$ cat src/rtl/stream_unpacker.sv
// stream_unpacker: width-down converter. Takes a packed word of num_elems_p
// elements over valid/ready and emits them one per transfer on a registered
// valid/ready output. Supports element order selection, partial-word length
// and frame-end propagation on the final element of a word.
module stream_unpacker #(
  parameter int elem_width_p = 2,
  parameter int num_elems_p  = 4,
  parameter bit msb_first_p  = 1'b0,
  parameter int bus_width_p  = elem_width_p * num_elems_p,
  parameter int len_width_p  = $clog2(num_elems_p + 1)
) (
  input  logic                    clk_i,
  input  logic                    reset_i,
  input  logic [bus_width_p-1:0]  packed_i,
  input  logic [len_width_p-1:0]  len_i,
  input  logic                    last_i,
  input  logic                    valid_i,
  output logic                    ready_o,
  output logic [elem_width_p-1:0] unpacked_o,
  output logic                    last_o,
  output logic                    valid_o,
  input  logic                    ready_i
);

  // Index wide enough to address every element; never below one bit.
  localparam int idx_width_lp = (num_elems_p > 2) ? $clog2(num_elems_p) : 1;

  // Captured input word: payload, effective length and frame-end flag.
  typedef struct packed {
    logic [bus_width_p-1:0] data;
    logic [len_width_p-1:0] len;
    logic                   last;
  } word_t;

  typedef enum logic {st_idle, st_busy} state_e;

  state_e                                 state_q, state_d;
  word_t                                  word_r;
  logic [idx_width_lp-1:0]                idx_r;
  logic [len_width_p-1:0]                 len_eff;
  logic [num_elems_p-1:0][elem_width_p-1:0] elems;
  logic                                   busy;
  logic                                   fire_in;
  logic                                   load;
  logic                                   at_end;
  logic                                   final_load;

  assign busy       = (state_q == st_busy);
  // Output register may take a new element when empty or being drained.
  assign load       = busy && (!valid_o || ready_i);
  // Index is always below len, so zero-extending it is exact.
  assign at_end     = (len_width_p'(idx_r) == word_r.len - len_width_p'(1));
  assign final_load = load && at_end;
  // Accept the next word in the same cycle the current one finishes,
  // which keeps back-to-back words bubble-free.
  assign ready_o    = !busy || final_load;
  assign fire_in    = valid_i && ready_o;

  // Zero or out-of-range lengths mean a full word.
  always_comb begin
    len_eff = len_i;
    if (len_i == '0 || len_i > len_width_p'(num_elems_p))
      len_eff = len_width_p'(num_elems_p);
  end

  // Element k view of the buffered word, in the configured order.
  for (genvar k = 0; k < num_elems_p; k++) begin : g_elem
    localparam int pos_lp = msb_first_p ? (num_elems_p - 1 - k) : k;
    assign elems[k] = word_r.data[pos_lp*elem_width_p +: elem_width_p];
  end

  // State register.
  always_ff @(posedge clk_i or posedge reset_i) begin
    if (reset_i) state_q <= st_idle;
    else         state_q <= state_d;
  end

  // Next state: busy from capture until the final load of a word, unless
  // a new word is captured alongside that final load.
  always_comb begin
    state_d = state_q;
    case (state_q)
      st_idle: if (fire_in)                 state_d = st_busy;
      st_busy: if (final_load && !fire_in)  state_d = st_idle;
      default:                              state_d = st_idle;
    endcase
  end

  // Word buffer and element index; index parks at 0 after the last element
  // so it never runs past num_elems_p-1.
  always_ff @(posedge clk_i or posedge reset_i) begin
    if (reset_i) begin
      word_r <= '0;
      idx_r  <= '0;
    end else if (fire_in) begin
      word_r <= '{data: packed_i, len: len_eff, last: last_i};
      idx_r  <= '0;
    end else if (final_load) begin
      idx_r  <= '0;
    end else if (load) begin
      idx_r  <= idx_r + idx_width_lp'(1);
    end
  end

  // Output register: load the current element, or drop valid once taken.
  always_ff @(posedge clk_i or posedge reset_i) begin
    if (reset_i) begin
      unpacked_o <= '0;
      last_o     <= 1'b0;
      valid_o    <= 1'b0;
    end else if (load) begin
      unpacked_o <= elems[idx_r];
      last_o     <= word_r.last && at_end;
      valid_o    <= 1'b1;
    end else if (valid_o && ready_i) begin
      valid_o    <= 1'b0;
    end
  end

endmodule

$ cat config.mk
export PLATFORM = sky130hd
export DESIGN_NAME = stream_unpacker
export DESIGN_NICKNAME = d
export VERILOG_FILES = /design/src/rtl/stream_unpacker.sv
export SDC_FILE = /design/constraint.sdc
export NUM_CORES = 1
export LEC_CHECK = 0
export CORE_MARGIN = 2
export CORE_UTILIZATION = 44
export CTS_CLUSTER_DIAMETER = 150
export DETAILED_ROUTE_END_ITERATION = 12
export PLACE_DENSITY = 0.73
export SLEW_MARGIN = 10
export SYNTH_ARGS = -nofsm -noshare
export SYNTH_HDL_FRONTEND = slang
export SYNTH_SLANG_ARGS = --single-unit
$ cat constraint.sdc
create_clock -name clk_i -period 1.9 [get_ports clk_i]
set_input_delay 0.19 -clock clk_i [delete_from_list [all_inputs] [get_ports clk_i]]
set_output_delay 0.19 -clock clk_i [all_outputs]
set_load 0.005 [all_outputs]
==> results.md <==
- Final std cells w/o fill: 132
- Max-Cap Viols: 0
- Min Tclk post-route: between 1500 and 2000 ps
- DRC: 0
- Worst slew pin tran: ~310 ps
- GR Overflow Total: 0
- Crit-path cells: inv_2 -> ha_4 -> xor2_2 -> nand4_2 -> buf_6 -> a21boi_4 -> buf_12 -> mux2_4
- P per Cell Area: 1557 nW/um^2
- R2R Setup Slk: 50 ps
- CP Capture Point: elems[2]$_DFFE_PP0P_
- RSZ-0062 raised after global routing: yes
- Reg2reg end: elems[2]$_DFFE_PP0P_
- Worst path slowest cell: dfrtp_1
- Worst setup SP type: flip-flop
- Worst-Skew Late Latency: about 300 ps
- Cell leakage power: 0.6020 nW
- Number of enable flip-flop cells after synthesis: 0
- Synth warnings: 0
- Switching share of power: 32.46%
- HPWL Detailed: ~1300 um
- Largest net degree at the start of global routing: 20
- Layout cell share with drive strength beyond 1: 32.69%
- Ys async rst share: 100.0%
- Routed Antenna Nets: 0
- #FFs+latches synth: 19
- Int Power: 1.394 mW
- CP endpoint kind: flip-flop
- Initial antenna violation count: 0
- Syn_nets: 93
- Worst reg2reg path depth: 8
- Via count: 647
- Syn Area/Cell: 13.18 um^2
- Boundary Pins: 21
- Initial detailed-routing violation count: 4
- Clock Sinks: 19
- Vias in the first global route: 646
- Critical path's largest stage delay: ~370 ps
- Hold buffer count at cts: 0
- Final setup viols: 0
- Die area: roughly 2600 um^2
- Period utilization: between 90 and 100%
- Row Count: 17
- Leading register cell type out of synthesis: dfrtp_1
- Area Growth Syn to Fin: 34.18%
- H-tree depth: 1
- Comb power frac: 53.6%
- Final Hold Viols: 0
- CTS root buf: clkbuf_4
- First-pass GRT wire length: 3056 um
- Cell area after synthesis: ~1000 um^2
- Worst rel slew slack: approximately 79%
- Die Wd: 51.40 um
- Wirelength per Cell: approximately 13 um
- Total global-route track usage: 16.51%
- Sequential fraction of the synthesis area: 48.10%
- Post-DP Area: 1231 um^2
- Reg power frac: 36.2%
- Status: finished clean
- Starting Density: 45.56%
- Post-synth cell types: 24
- CTS tree: done
- Nets: 123
- Gpl congestion: between 0.8 and 0.9
- Design Power: between 2 and 2.5 mW
- Clk slew on worst S/H paths: 110 ps
- FMAX: 0.5397 GHz
- HP Class: in -> async
- CP required: 2100 ps
- N_diodes: 0
- Final Instance Area: about 1300 um^2
- Die height: 51.40 um
- Post-Syn Instances: 75
- Reg2reg start: word_r[1]$_DFFE_PP0P_
- Initial DRT Pass Iterations: 4
- Fin. max-slew vios: 0
- Port-buffer cells: 20
- Crit path DAT: 2050 ps
- CP Launch Point: word_r[1]$_DFFE_PP0P_
- Switching power: between 0.6 and 0.7 mW
- Vias per std cell: roughly 4.9
- Placed Cells: 123
- CTS Buf Count: 3
- Core Box Area: 2170 um^2
- Worst Setup Path Type: reg -> reg
- Peak supply drop: 0.6961 mV
- Worst-path maximum fanout: 12
- Clock buffer depth: 2
- WL final: around 1800 um
- Max Clock Skew: 4.315 ps
- Clock share of power: 10.2%
critical path, delay by kind of cell (launching register included):
| family | cells | cell delay [ps] |
|---|---|---|
| AO/OA/AOI/OAI | 1 | 140 |
| XOR/XNOR | 1 | 160 |
| adder cells (fa/ha/maj) | 1 | 260 |
| buffers and inverters | 3 | 370 |
| flip-flops | 1 | 370 |
| multiplexers | 1 | 300 |
| AND/OR/NAND/NOR | 1 | 130 |
power by group through the flow:
stage / combinational, mW / clock [mW] / sequential, mW
floorplan: 0.769 / 0 / 0.682
global placement: 0.932 / 0 / 0.739
detailed placement: 0.967 / 0 / 0.750
CTS: 1.05 / 0.219 / 0.751
global route: 1.20 / 0.244 / 0.785
finish: 1.11 / 0.210 / 0.748
state kept, by name, summed over array words and instances, names as in the netlist:
signal      cells
unpacked_o      2
elems           8
busy            1
idx_r           2
valid_o         1
word_r          4
last_o          1
cell usage in the layout, fill, tap and decap left out, types with 2 or more instances in the layout:
cell | netlist | routed
nand2_1 | 7 | 7
clkdlybuf4s50_1 | 0 | 19
clkbuf_4 | 0 | 3
nor2_1 | 2 | 2
inv_2 | 0 | 2
buf_4 | 2 | 8
mux2_2 | 4 | 2
inv_1 | 5 | 3
mux2i_1 | 3 | 3
dfrtp_1 | 19 | 19
nand2b_1 | 5 | 5
mux2_4 | 7 | 9
nand3_1 | 3 | 3
xor2_2 | 2 | 2
mux4_1 | 2 | 2
stage by stage:
step / worst slack [ps] / TNS (ps) / util [%] / hold slack, ps
after global placement: 105.9 / 0 / 56.75 / 463.2
final: 47.24 / 0 / 61.13 / 185.6
after detailed placement: 37.12 / 0 / 56.75 / 469.8
after CTS: 17.33 / 0 / 59.57 / 190.7
after global routing: -57.98 / -537.6 / 61.13 / 214.6
after floorplan: 65.93 / 0 / - / 141.1
worst min-delay path by stage:
stage	slack, ps	endpoint
floorplan	140	busy$_DFF_PP0_
global placement	460	last_o$_DFFE_PP0P_
detailed placement	470	last_o$_DFFE_PP0P_
CTS	190	idx_r[0]$_DFFE_PP0P_
global route	210	word_r[2]$_DFFE_PP0P_
finish	190	idx_r[0]$_DFFE_PP0P_
cells by family (layout without fill, tap and decap cells):
| family | after synthesis | in the layout | synth area share (%) |
|---|---|---|---|
| multiplexers | 16 | 16 | 23.54 |
| buffers and inverters | 10 | 39 | 6.202 |
| adder cells (fa/ha/maj) | 2 | 2 | 2.531 |
| flip-flops | 19 | 19 | 48.10 |
| AO/OA/AOI/OAI | 5 | 5 | 3.797 |
| AND/OR/NAND/NOR | 20 | 20 | 10.89 |
| XOR/XNOR | 3 | 3 | 4.937 |
what timing repair did:
action	4_1_cts	5_1_grt
buffers inserted	2	3
endpoints found under the setup margin	1	10
gates resized for setup	5	3
pin swaps	1	0
hold endpoints to repair	0	0
synthesized netlist by cell type, types with 2 or more instances:
library cell	count	area, um^2
nand2b_1	5	31.28
ha_1	2	25.02
nand2_1	7	26.28
xor2_2	2	32.53
nand3_1	3	15.01
inv_1	5	18.77
dfrtp_1	19	475.5
buf_4	2	15.01
mux2_2	4	45.04
mux2i_1	3	30.03
nor2_1	2	7.510
mux4_1	2	52.55
mux2_4	7	105.1
buf_6	2	22.52
cell type report:
| cell class | count | area [um^2] |
|---|---|---|
| Fill cell | 193 | 843.3 |
| Clock inverter | 1 | 5.005 |
| Timing Repair Buffer | 30 | 290.3 |
| Inverter | 5 | 18.77 |
| Clock buffer | 3 | 22.52 |
| Tap cell | 28 | 35.03 |
| Multi-Input combinational cell | 46 | 479.2 |
| Sequential cell | 19 | 475.5 |
routing by layer:
metal / routed length, um / vias up / track usage [%]
met5: 0 / - / 0
met4: 36 / 0 / 9.211
met3: 82 / 4 / 3.509
met2: 920 / 23 / 28.42
met1: 713 / 309 / 18.86
li1: - / 311 / -
Power figures use the tool's default switching activity.
